==> src/rtl/registro_arbiter_if.sv <==
// Requester/register-side bundle for the shared-register write arbiter:
// four request lines with their data, the grant pulse and the register write port.
interface registro_arbiter_if #(
  parameter int WIDTH = 14
);
  logic [3:0]       req;
  logic [WIDTH-1:0] data0;
  logic [WIDTH-1:0] data1;
  logic [WIDTH-1:0] data2;
  logic [WIDTH-1:0] data3;
  logic [3:0]       gnt;
  logic             reg_en;
  logic [WIDTH-1:0] reg_data;

  modport master (
    output req, data0, data1, data2, data3,
    input  gnt, reg_en, reg_data
  );

  modport slave (
    input  req, data0, data1, data2, data3,
    output gnt, reg_en, reg_data
  );
endinterface

==> src/rtl/registro_arbiter.sv <==
// Round-robin arbiter loading one shared register: a request sampled in IDLE gives a
// one-cycle gnt/reg_en pulse after the next edge, then one WRITE cycle; req is ignored in WRITE.
module registro_arbiter #(
  parameter int WIDTH = 14,
  parameter int CNT_W = 8
) (
  input  logic             clk,
  input  logic             rst_n,
  registro_arbiter_if.slave bus,
  output logic [1:0]       last_id,
  output logic [CNT_W-1:0] wr_count,
  output logic             busy
);

  typedef enum logic {IDLE, WRITE} state_t;

  state_t           state_q, state_d;
  logic [1:0]       ptr_q, ptr_d;
  logic [3:0]       gnt_q, gnt_d;
  logic             en_q, en_d;
  logic [WIDTH-1:0] data_q, data_d;
  logic [1:0]       last_q, last_d;
  logic [CNT_W-1:0] cnt_q, cnt_d;
  logic             busy_q, busy_d;

  logic             found;
  logic [1:0]       win;
  logic [1:0]       idx;
  logic [WIDTH-1:0] win_data;

  // First set request bit at or after the round-robin pointer.
  always_comb begin
    found = 1'b0;
    win   = ptr_q;
    idx   = ptr_q;
    for (int k = 0; k < 4; k++) begin
      idx = ptr_q + 2'(k);
      if (!found && bus.req[idx]) begin
        found = 1'b1;
        win   = idx;
      end
    end
  end

  always_comb begin
    case (win)
      2'd0:    win_data = bus.data0;
      2'd1:    win_data = bus.data1;
      2'd2:    win_data = bus.data2;
      default: win_data = bus.data3;
    endcase
  end

  always_comb begin
    state_d = state_q;
    ptr_d   = ptr_q;
    gnt_d   = 4'b0000;
    en_d    = 1'b0;
    data_d  = data_q;
    last_d  = last_q;
    cnt_d   = cnt_q;
    busy_d  = busy_q;
    case (state_q)
      IDLE: begin
        if (found) begin
          gnt_d   = 4'b0001 << win;
          en_d    = 1'b1;
          data_d  = win_data;
          last_d  = win;
          busy_d  = 1'b1;
          state_d = WRITE;
        end
      end
      WRITE: begin
        busy_d  = 1'b0;
        ptr_d   = last_q + 2'd1;
        cnt_d   = cnt_q + CNT_W'(1);
        state_d = IDLE;
      end
      default: state_d = IDLE;
    endcase
  end

  always_ff @(posedge clk or negedge rst_n) begin
    if (!rst_n) begin
      state_q <= IDLE;
      ptr_q   <= '0;
      gnt_q   <= '0;
      en_q    <= 1'b0;
      data_q  <= '0;
      last_q  <= '0;
      cnt_q   <= '0;
      busy_q  <= 1'b0;
    end else begin
      state_q <= state_d;
      ptr_q   <= ptr_d;
      gnt_q   <= gnt_d;
      en_q    <= en_d;
      data_q  <= data_d;
      last_q  <= last_d;
      cnt_q   <= cnt_d;
      busy_q  <= busy_d;
    end
  end

  assign bus.gnt      = gnt_q;
  assign bus.reg_en   = en_q;
  assign bus.reg_data = data_q;
  assign last_id      = last_q;
  assign wr_count     = cnt_q;
  assign busy         = busy_q;

endmodule

==> src/flat_wrapper.sv <==
// flat-port wrapper written by rule: the top's interface ports become plain ports
module registro_arbiter_flat 
#(
  parameter int WIDTH = 14,
  parameter int CNT_W = 8
)
  (clk, rst_n, last_id, wr_count, busy, bus_req, bus_data0, bus_data1, bus_data2, bus_data3, bus_gnt, bus_reg_en, bus_reg_data);
  registro_arbiter_if #(.WIDTH(WIDTH)) bus_i ();
  input  logic clk;
  input  logic rst_n;
  output logic [1:0] last_id;
  output logic [CNT_W-1:0] wr_count;
  output logic busy;
  input wire logic [$bits(bus_i.req)-1:0] bus_req;
  input wire logic [$bits(bus_i.data0)-1:0] bus_data0;
  input wire logic [$bits(bus_i.data1)-1:0] bus_data1;
  input wire logic [$bits(bus_i.data2)-1:0] bus_data2;
  input wire logic [$bits(bus_i.data3)-1:0] bus_data3;
  output wire logic [$bits(bus_i.gnt)-1:0] bus_gnt;
  output wire logic [$bits(bus_i.reg_en)-1:0] bus_reg_en;
  output wire logic [$bits(bus_i.reg_data)-1:0] bus_reg_data;
  assign bus_i.req = bus_req;
  assign bus_i.data0 = bus_data0;
  assign bus_i.data1 = bus_data1;
  assign bus_i.data2 = bus_data2;
  assign bus_i.data3 = bus_data3;
  assign bus_gnt = bus_i.gnt;
  assign bus_reg_en = bus_i.reg_en;
  assign bus_reg_data = bus_i.reg_data;
  registro_arbiter #(.WIDTH(WIDTH), .CNT_W(CNT_W)) u_core (.clk(clk), .rst_n(rst_n), .bus(bus_i), .last_id(last_id), .wr_count(wr_count), .busy(busy));
endmodule
==> config.mk <==
export PLATFORM = sky130hd
export DESIGN_NAME = registro_arbiter_flat
export DESIGN_NICKNAME = d
export VERILOG_FILES = /design/src/rtl/registro_arbiter_if.sv /design/src/rtl/registro_arbiter.sv /design/src/flat_wrapper.sv
export SDC_FILE = /design/constraint.sdc
export NUM_CORES = 1
export LEC_CHECK = 0
export CAP_MARGIN = 30
export CORE_UTILIZATION = 44
export CTS_CLUSTER_SIZE = 30
export DETAILED_ROUTE_END_ITERATION = 8
export PLACE_DENSITY = 0.84
export SETUP_SLACK_MARGIN = 0.4
export SYNTH_ARGS = -nofsm -noshare
export SYNTH_HDL_FRONTEND = slang
export SYNTH_SLANG_ARGS = --single-unit
export TNS_END_PERCENT = 50
==> constraint.sdc <==
create_clock -name clk -period 3.4 [get_ports clk]
set_input_delay 0.51 -clock clk [delete_from_list [all_inputs] [get_ports clk]]
set_output_delay 0.51 -clock clk [all_outputs]
set_load 0.1 [all_outputs]
==> results.py <==
metrics = {
    "logic_synthesis": {
        "synthCells": 179,
        "synth_top_cell_by_area": "dfrtp_1",
        "ys_warn_count": 0,
        "synth_edf_count": 0,
        "synth-seq-cells": 32,
        "synthTopCellsByArea": "dfrtp_1, a211oi_2, mux2i_1",
        "synth_nets": 242,
        "ys_async_sr_fraction": 1.00,
        "synth.distinct_cells": 35,
        "syn-mean-instance-area_um2": 10.6,
        "synth_top_area_frac": 0.420,
        "ys.flop_type": "dfrtp_1",
        "seq_area_frac_synth": 0.420,
        "syn_area_um2": 1910,
    },
    "cts": {
        "cts_setup_buffers": 0,
        "path_clk_slew_ns": 0.07,
        "hold_buffers": 0,
        "clock-sinks": 32,
        "root_buffer": "clkbuf_8",
        "worstSkewPairLatency_ns": 0.29,
        "cts_buffers": 5,
        "clock_path_buffers": 2,
        "ctsResizeCount": 0,
        "cts_max_level": 2,
        "cts_tree": "built",
    },
    "setup_path": {
        "critical_path_buf_inv_count": 1,
        "cp_slowest_cell": "clkdlybuf4s50_1",
        "cp.required_ns": 2.89,
        "start_kind": "register",
        "max_stage_delay_ns": 1.17,
        "path_cells": "clkdlybuf4s50_1",
        "reg2reg_slack_ns": 1.40,
        "critPathCaptureType": "primary output",
        "path_delay_family": "buffers and inverters",
        "crit_fanout": 6,
        "cp_data_arrival_time_ns": 1.92,
        "path_class": "reg -> out",
    },
    "worst_hold_path": {
        "hp-class": "reg -> reg",
    },
    "floorplan": {
        "ios": 92,
        "initial_core_util": 0.466,
        "die_y_um": 67.8,
        "core_um2": 4090,
        "die_w_um": 67.8,
        "rows": 23,
        "dieArea_um2": 4600,
    },
    "sta": {
        "worst_pin_slew_ns": 0.996,
        "maxSlewViolCount": 0,
        "tns_ns": 0,
        "relSlewSlack": 0.334,
        "fin_skew_ns": 0.00362,
        "period_needed_ns": 2.43,
        "finalHoldViolations": 0,
        "rsz0062_at_grt": "no",
        "finalSetupViolations": 0,
        "hold_ws_ns": 0.480,
        "period_share": 0.714,
        "max_freq_mhz": 412,
    },
    "cells_and_area": {
        "multi_input_area_um2": 962,
        "antenna_cells": 0,
        "final_cell_count_no_fill": 323,
        "seq_area_um2": 801,
        "drive_gt1_frac": 0.176,
        "fin_nets": 335,
        "area_growth_pct": 55.7,
        "num-fill-cells": 320,
    },
    "power_and_ir_drop": {
        "power_density_nw_per_um2": 1090,
        "power_w": 0.00323,
        "peakVddDrop_v": 0.000716,
        "power.leakage_nw": 1.23,
    },
    "grt": {
        "grt_start_max_net_pins": 33,
        "antenna_found_initial": 0,
        "grt_pass1_vias": 1689,
        "grt-ovfl-total": 0,
        "grt_pass1_wl_um": 7820,
        "track_usage": 0.239,
    },
    "place": {
        "io_buffers": 91,
        "dp_hpwl_um": 3620,
        "place_inst": 315,
        "gp_congestion": 0.832,
    },
    "detailed_routing": {
        "post_drt_wl_per_cell_um": 15.3,
        "firstDrtPassIters": 4,
        "vias_per_cell": 5.28,
        "drt_iter0_drc": 96,
        "ant_nets": 0,
        "wirelength_um": 4960,
        "drc": 0,
        "via_count": 1706,
    },
    "flow_run": {
        "cap_violations": 0,
    },
    "status": {
        "outcome": "complete, no violations",
    },
}
-- through the flow --
step	utilization	setup slack (ns)	instance area (um^2)
floorplan	-	1.30	1910
global placement	0.699	0.780	2860
detailed placement	0.699	0.760	2860
CTS	0.726	0.959	2970
global route	0.726	0.923	2970
finish	0.726	0.973	2970
-- cell usage in the layout (no fill, tap or decap), types with 2 or more instances in the layout --
master,instances
xnor2_1,7
nor2_1,21
buf_4,6
and3_1,2
a21oi_1,4
clkbuf_8,5
a211oi_1,5
inv_1,16
mux2i_1,14
a21o_1,2
nand2_1,6
dfrtp_1,32
a211oi_2,23
nor2b_1,2
clkdlybuf4s50_1,90
a31oi_1,14
nand2b_1,2
nand4_1,3
-- power breakdown --
| part | switching, W | internal, W |
|---|---|---|
| clock network | 0.000148 | 0.000217 |
| registers | 0.000142 | 0.000546 |
| logic | 0.00158 | 0.000600 |
| total | 0.00187 | 0.00136 |
-- cell type report --
type / instances / share of cell area
clock buffers: 5 / 0.0232
clock inverters: 3 / 0.0143
inverters: 17 / 0.0215
multi-input cells: 119 / 0.324
flip-flops and latches: 32 / 0.270
well taps: 50 / 0.0211
repair buffers: 97 / 0.326
-- per-layer routing --
| layer | vias to the layer above | track usage | wire length, um |
|---|---|---|---|
| met5 | - | 0 | 0 |
| met3 | 4 | 0.0833 | 365 |
| met2 | 73 | 0.347 | 2320 |
| li1 | 829 | - | - |
| met4 | 0 | 0.107 | 64 |
| met1 | 800 | 0.319 | 2210 |
-- final timing paths --
kind	cells past startpoint	startpoint	to
max in group asynchronous	2	rst_n	u_core.bus.reg_data[0]
setup / recovery	1	u_core.wr_count[0]	wr_count[0]
hold / removal	1	u_core.wr_count[7]	u_core.wr_count[7]
min in group asynchronous	2	rst_n	u_core.bus.gnt[0]
hold reg to reg	1	u_core.wr_count[7]	u_core.wr_count[7]
setup reg to reg	6	u_core.ptr_q[0]	u_core.bus.reg_data[6]
-- cell usage after synthesis, types with 2 or more instances --
cell and n:
a211oi_1 5, a211oi_2 23, a21o_1 2, a21oi_1 4
a31oi_1 14, and3_1 3, buf_6 3, clkbuf_1 4
dfrtp_1 32, inv_1 16, mux2i_1 14, nand2_1 6
nand2b_1 2, nand4_1 3, nor2_1 21, nor2b_1 2
xnor2_1 7
-- kinds of logic after synthesis --
group                      after synthesis  share of synthesized area
AOI/OAI and AO/OA                       52                      0.267
xor gates and xnor gates                 8                     0.0368
buffers and inverters                   28                     0.0755
muxes                                   15                     0.0794
adders and majority gates                1                    0.00656
and+or+nand+nor                         43                      0.114
DFF                                     32                      0.420
-- state kept, by name (all words and copies together), names as in the netlist --
signal and flops:
u_core.bus.reg_data 14, u_core.bus.reg_en 1, u_core.last_id 2, u_core.busy 1, u_core.bus.gnt 4, u_core.ptr_q 2, u_core.wr_count 8
(Power assumes the default switching activity.)
